## config.mk

```make
export PLATFORM = sky130hd
export DESIGN_NAME = mips_controller
export DESIGN_NICKNAME = d
export VERILOG_FILES = /design/src/rtl/mips_pkg.sv /design/src/rtl/mips_controller_alu_decoder.sv /design/src/rtl/mips_controller.sv
export SDC_FILE = /design/constraint.sdc
export NUM_CORES = 1
export LEC_CHECK = 0
export BUFFER_PORTS_ARGS = -buffer_cell sky130_fd_sc_hd__buf_2
export CAP_MARGIN = 5
export CELL_PAD_IN_SITES_DETAIL_PLACEMENT = 1
export CELL_PAD_IN_SITES_GLOBAL_PLACEMENT = 1
export CORE_UTILIZATION = 25
export CTS_CLUSTER_DIAMETER = 30
export DETAILED_ROUTE_END_ITERATION = 10
export PLACE_DENSITY_LB_ADDON = 0.15
export SYNTH_ARGS = -nofsm -noshare
export SYNTH_HDL_FRONTEND = slang
export SYNTH_SLANG_ARGS = --single-unit
```

## constraint.sdc

```tcl
create_clock -name clk -period 1.7 [get_ports clk]
set_input_delay 0.34 -clock clk [delete_from_list [all_inputs] [get_ports clk]]
set_output_delay 0.34 -clock clk [all_outputs]
set_load 0.02 [all_outputs]
```

## src/rtl/mips_pkg.sv

```systemverilog
// Shared encodings for the multicycle mini-MIPS control unit: states, opcodes,
// funct codes, ALU control words and the FSM-to-ALU-decoder aluop.
package mips_pkg;

  typedef logic [3:0] state_t;

  localparam state_t S_FETCH1  = 4'd0;
  localparam state_t S_FETCH2  = 4'd1;
  localparam state_t S_FETCH3  = 4'd2;
  localparam state_t S_FETCH4  = 4'd3;
  localparam state_t S_DECODE  = 4'd4;
  localparam state_t S_MEMADR  = 4'd5;
  localparam state_t S_LBRD    = 4'd6;
  localparam state_t S_LBWR    = 4'd7;
  localparam state_t S_SBWR    = 4'd8;
  localparam state_t S_RTYPEEX = 4'd9;
  localparam state_t S_RTYPEWR = 4'd10;
  localparam state_t S_BEQEX   = 4'd11;
  localparam state_t S_JEX     = 4'd12;
  localparam state_t S_ADDIEX  = 4'd13;
  localparam state_t S_ADDIWR  = 4'd14;

  localparam logic [5:0] OP_LB    = 6'b100000;
  localparam logic [5:0] OP_SB    = 6'b101000;
  localparam logic [5:0] OP_RTYPE = 6'b000000;
  localparam logic [5:0] OP_BEQ   = 6'b000100;
  localparam logic [5:0] OP_J     = 6'b000010;
  localparam logic [5:0] OP_ADDI  = 6'b001000;

  localparam logic [5:0] FN_ADD = 6'b100000;
  localparam logic [5:0] FN_SUB = 6'b100010;
  localparam logic [5:0] FN_AND = 6'b100100;
  localparam logic [5:0] FN_OR  = 6'b100101;
  localparam logic [5:0] FN_SLT = 6'b101010;

  localparam logic [2:0] ALU_AND = 3'b000;
  localparam logic [2:0] ALU_OR  = 3'b001;
  localparam logic [2:0] ALU_ADD = 3'b010;
  localparam logic [2:0] ALU_SUB = 3'b110;
  localparam logic [2:0] ALU_SLT = 3'b111;

  typedef logic [1:0] aluop_t;
  localparam aluop_t ALUOP_ADD   = 2'b00;
  localparam aluop_t ALUOP_SUB   = 2'b01;
  localparam aluop_t ALUOP_FUNCT = 2'b10;

endpackage

```

## src/rtl/mips_controller_alu_decoder.sv

```systemverilog
// Maps the FSM's aluop plus the instruction funct field to the 3-bit ALU control.
module alu_decoder
  import mips_pkg::*;
#(
  parameter int FNW = 6
) (
  input  logic [1:0]     aluop,
  input  logic [FNW-1:0] funct,
  output logic [2:0]     alucont
);

  always_comb begin
    alucont = ALU_ADD;
    case (aluop)
      ALUOP_SUB: alucont = ALU_SUB;
      ALUOP_FUNCT: begin
        case (funct)
          FN_ADD:  alucont = ALU_ADD;
          FN_SUB:  alucont = ALU_SUB;
          FN_AND:  alucont = ALU_AND;
          FN_OR:   alucont = ALU_OR;
          FN_SLT:  alucont = ALU_SLT;
          default: alucont = ALU_ADD;
        endcase
      end
      default: alucont = ALU_ADD;
    endcase
  end

endmodule

```

## src/rtl/mips_controller.sv

```systemverilog
// Moore control FSM for the 8-bit multicycle mini-MIPS: byte-wise fetch, decode,
// and per-instruction execute/memory/writeback sequencing.
module mips_controller
  import mips_pkg::*;
#(
  parameter int OPW = 6,
  parameter int FNW = 6
) (
  input  logic           clk,
  input  logic           reset,
  input  logic [OPW-1:0] op,
  input  logic [FNW-1:0] funct,
  input  logic           zero,
  output logic           memread,
  output logic           memwrite,
  output logic           alusrca,
  output logic [1:0]     alusrcb,
  output logic           iord,
  output logic [3:0]     irwrite,
  output logic           memtoreg,
  output logic           regdst,
  output logic           regwrite,
  output logic           pcen,
  output logic [1:0]     pcsource,
  output logic [2:0]     alucont,
  output logic [3:0]     state
);

  state_t state_q, state_d;
  logic   memwrite_raw, regwrite_raw, pcwrite, pcwritecond;
  logic [3:0] irwrite_raw;
  aluop_t aluop;

  always_ff @(posedge clk or negedge reset) begin
    if (!reset) state_q <= S_FETCH1;
    else        state_q <= state_d;
  end

  always_comb begin
    state_d = S_FETCH1;
    case (state_q)
      S_FETCH1: state_d = S_FETCH2;
      S_FETCH2: state_d = S_FETCH3;
      S_FETCH3: state_d = S_FETCH4;
      S_FETCH4: state_d = S_DECODE;
      S_DECODE: begin
        case (op)
          OP_LB, OP_SB: state_d = S_MEMADR;
          OP_RTYPE:     state_d = S_RTYPEEX;
          OP_BEQ:       state_d = S_BEQEX;
          OP_J:         state_d = S_JEX;
          OP_ADDI:      state_d = S_ADDIEX;
          default:      state_d = S_FETCH1;
        endcase
      end
      S_MEMADR:  state_d = (op == OP_LB) ? S_LBRD : S_SBWR;
      S_LBRD:    state_d = S_LBWR;
      S_RTYPEEX: state_d = S_RTYPEWR;
      S_ADDIEX:  state_d = S_ADDIWR;
      default:   state_d = S_FETCH1;
    endcase
  end

  always_comb begin
    memread      = 1'b0;
    memwrite_raw = 1'b0;
    alusrca      = 1'b0;
    alusrcb      = 2'b00;
    iord         = 1'b0;
    irwrite_raw  = 4'b0000;
    memtoreg     = 1'b0;
    regdst       = 1'b0;
    regwrite_raw = 1'b0;
    pcwrite      = 1'b0;
    pcwritecond  = 1'b0;
    pcsource     = 2'b00;
    aluop        = ALUOP_ADD;
    case (state_q)
      S_FETCH1, S_FETCH2, S_FETCH3, S_FETCH4: begin
        memread     = 1'b1;
        irwrite_raw = 4'b0001 << state_q[1:0];
        alusrcb     = 2'b01;
        pcwrite     = 1'b1;
      end
      S_DECODE:  alusrcb = 2'b11;
      S_MEMADR, S_ADDIEX: begin
        alusrca = 1'b1;
        alusrcb = 2'b10;
      end
      S_LBRD: begin
        memread = 1'b1;
        iord    = 1'b1;
      end
      S_LBWR: begin
        regwrite_raw = 1'b1;
        memtoreg     = 1'b1;
      end
      S_SBWR: begin
        memwrite_raw = 1'b1;
        iord         = 1'b1;
      end
      S_RTYPEEX: begin
        alusrca = 1'b1;
        aluop   = ALUOP_FUNCT;
      end
      S_RTYPEWR: begin
        regwrite_raw = 1'b1;
        regdst       = 1'b1;
      end
      S_BEQEX: begin
        alusrca     = 1'b1;
        aluop       = ALUOP_SUB;
        pcwritecond = 1'b1;
        pcsource    = 2'b01;
      end
      S_JEX: begin
        pcwrite  = 1'b1;
        pcsource = 2'b10;
      end
      S_ADDIWR: regwrite_raw = 1'b1;
      default: ;
    endcase
  end

  // Architectural strobes are held off while reset is low, even though the
  // state already reads FETCH1.
  assign memwrite = reset & memwrite_raw;
  assign regwrite = reset & regwrite_raw;
  assign pcen     = reset & (pcwrite | (pcwritecond & zero));
  assign irwrite  = reset ? irwrite_raw : 4'b0000;
  assign state    = state_q;

  alu_decoder #(.FNW(FNW)) u_alu_decoder (
    .aluop   (aluop),
    .funct   (funct),
    .alucont (alucont)
  );

endmodule

```

==> flow_summary.json <==
{
  "outcome": "finished with violations",
  "violations": "negative setup slack",
  "fin_tns_setup_ns": -1.80,
  "grt_max_degree": 18,
  "areaGrowthSynthToFinish_pct": 114,
  "period_minus_slack_ns": 1.90,
  "vias_per_cell": 5.31,
  "yosysSeqAreaShare": 0.159,
  "root_buffer": "clkbuf_4",
  "ys_async_sr_fraction": 1.00,
  "num_vias": 914,
  "overflow": 0,
  "dp_hpwl_mm": 1.60,
  "htree_levels": 1,
  "placed_area_sq_um": 913,
  "clkLatencyLatePin_ns": 0.24,
  "switching_share": 0.489,
  "synth_top_family_by_area": "simple AND/OR/NAND/NOR gates",
  "ys_types": 36,
  "die_area_sq_um": 2720,
  "maxCapViolCount": 0,
  "start_util": 0.274,
  "drc_errors": 0,
  "synth_top_area_cell": "dfrtp_1",
  "crit_arrival_ns": 1.56,
  "cp_max_fo": 3,
  "antenna_found_initial": 0,
  "antenna_left": 0,
  "syn_avg_cell_area_sq_um": 7.15,
  "synth_fa_ha_area_frac": 0.0398,
  "diodes": 0,
  "core_sq_um": 2300,
  "grt_pass1_vias": 868,
  "hold_path.class": "in -> reg",
  "io_buffers": 37,
  "syn_nets": 105,
  "crit_chain": "nor2b_4 > nand3_4 > inv_2 > ha_1 > a211o_1 > buf_6",
  "power.share.sequential": 0.096,
  "synth-seq-cells": 4,
  "yosysMostFrequentCell": "nor2_1",
  "final_nets": 163,
  "first_iter_violations": 7,
  "max-slew-margin-rel": 0.796,
  "slowest_stage": "dfrtp_2",
  "cts.sinks": 4,
  "synth-compound-area-share": 0.231,
  "grt_setup_unrepaired": "true",
  "worstMarginPinSlew_ns": 0.305,
  "final_cell_area_sq_um": 1340,
  "routedWlPerCell_microns": 17.5,
  "numCtsBuffers": 3,
  "cp.required_ns": 1.36,
  "largest_reg_flops": 4,
  "grt_pass1_wl_mm": 3.97,
  "clkPwrFrac": 0.058,
  "cts_max_path_buffers": 2,
  "globalplace.congestion": 0.781,
  "synthXorXnorAreaFrac": 0.0139,
  "finalHoldViolCount": 0,
  "p_int_mw": 1.04,
  "fmax_ghz": 0.525,
  "cellLeakagePower_nw": 0.591,
  "netlist_area_sq_um": 629,
  "max_stage_delay_ns": 0.40,
  "die_h_microns": 52.2,
  "synth_edf_count": 0,
  "clk_pin_slew_ns": 0.04,
  "yosysWarningCount": 0,
  "pwr_density_cell_nw_per_um2": 1520,
  "yosysTopAreaCellShare": 0.159,
  "cts_tree": "yes",
  "synth_common_cells": "nor2_1 (15), nand2_1 (9), a21oi_1 (8)",
  "drive_above_1_share": 0.729,
  "crit_path_end_kind": "output pin",
  "criticalPathCategory": "reg -> out",
  "p_sw_mw": 0.997,
  "die_width_microns": 52.2,
  "row_count": 17,
  "io_pins": 38,
  "final-setup-viol-count": 17,
  "worst-path-buf-inv": 2,
  "synth.mux.area_fraction": 0,
  "critPathTopFamily": "flip-flops",
  "power_frac_comb": 0.846,
  "ir_drop_mv": 0.700,
  "slew_viol_final": 0,
  "synthesis.instances": 88,
  "post-route-period-util": 1.12,
  "track_usage": 0.200,
  "netlist_top_cells_area": "dfrtp_1 (16%), nor2_1 (8.9%), a21oi_1 (6.4%)",
  "fin_ws_ns": -0.205,
  "critPathLaunchType": "flop",
  "synth-simple-area-share": 0.477,
  "wirelength_mm": 3.01,
  "drt_first_pass_iters": 4,
  "fin_skew_ns": 0.000316,
  "synth_ff_type": "dfrtp_1"
}
[worst paths after layout]
| kind | startpoint | to | slack (ns) | cells after the start |
|---|---|---|---|---|
| max | state[3]$_DFF_PN0_ | alucont[1] | -0.20 | 6 |
| min | op[2] | state[1]$_DFF_PN0_ | 0.44 | 3 |
| max reg2reg | state[2]$_DFF_PN0_ | state[1]$_DFF_PN0_ | 0.13 | 8 |
| min reg2reg | state[3]$_DFF_PN0_ | state[0]$_DFF_PN0_ | 0.70 | 2 |
| max in group asynchronous | reset | state[2]$_DFF_PN0_ | 0.93 | 2 |
| min in group asynchronous | reset | state[1]$_DFF_PN0_ | 0.59 | 2 |
[placed cells by master (no fill, tap or decap), types with 3 or more instances in the layout]
master	Yosys	routed
buf_2	1	20
buf_4	1	20
buf_6	2	13
nor2_1	15	8
nor2_4	0	6
nand2_1	9	5
nand2b_4	0	4
nand4_1	4	4
dfrtp_2	0	4
inv_2	0	3
a21oi_2	0	3
a21oi_4	0	3
clkbuf_4	0	3
[area by class of cell]
class	count	area (sq um)
fill	273	953
multi-input combinational	76	689
timing repair buffer	57	469
sequential	4	105
tap	28	35.0
clock buffer	3	22.5
inverter	4	22.5
[metrics by stage]
stage          hold WS, ns  utilization  power (mW)  worst slack (ns)  std cells
6_report             0.436        0.585        2.04            -0.205        172
2_1_floorplan       0.0444            -       0.909           0.00556         88
3_5_place_dp         0.181        0.398        1.18            0.0299        154
3_3_place_gp         0.184        0.398        1.17            0.0740        154
4_1_cts              0.429        0.492        1.61            -0.200        164
5_1_grt              0.467        0.585        2.16            -0.269        172
[tightest hold or removal path, stage by stage]
cell,delay [ns]
buf_2,0.13
nand4_1,0.07
o211ai_1,0.08
[metal layers]
layer | vias to the layer above | share of wire | global-route usage
met5 | - | 0 | 0
met4 | 0 | 0.038 | 0.105
met3 | 12 | 0.031 | 0.00870
met2 | 32 | 0.54 | 0.359
met1 | 443 | 0.40 | 0.239
li1 | 427 | - | -
[power by group through the flow]
stage	Combinational [mW]	Clock [mW]	Sequential (mW)
floorplan	0.662	0	0.248
global placement	0.984	0	0.185
detailed placement	0.993	0	0.185
CTS	1.29	0.127	0.197
global route	1.83	0.132	0.203
finish	1.73	0.119	0.196
[cell families (layout without fill, tap and decap cells)]
logic type / after synthesis / after routing
AOI/OAI and AO/OA: 21 / 21
xor gates and xnor gates: 1 / 1
adders and majority gates: 2 / 2
buffers and inverters: 8 / 64
DFF: 4 / 4
and+or+nand+nor: 52 / 52
[what timing repair did]
action                     in CTS  in global routing
setup endpoints to repair      13                 16
setup buffers                   5                  9
hold buffers                    1                  0
gates cloned                    1                  0
resized for setup              31                 45
hold endpoints to repair        4                  0
pin swaps                       3                  9
Note: power is estimated with default switching activity, not from simulation.
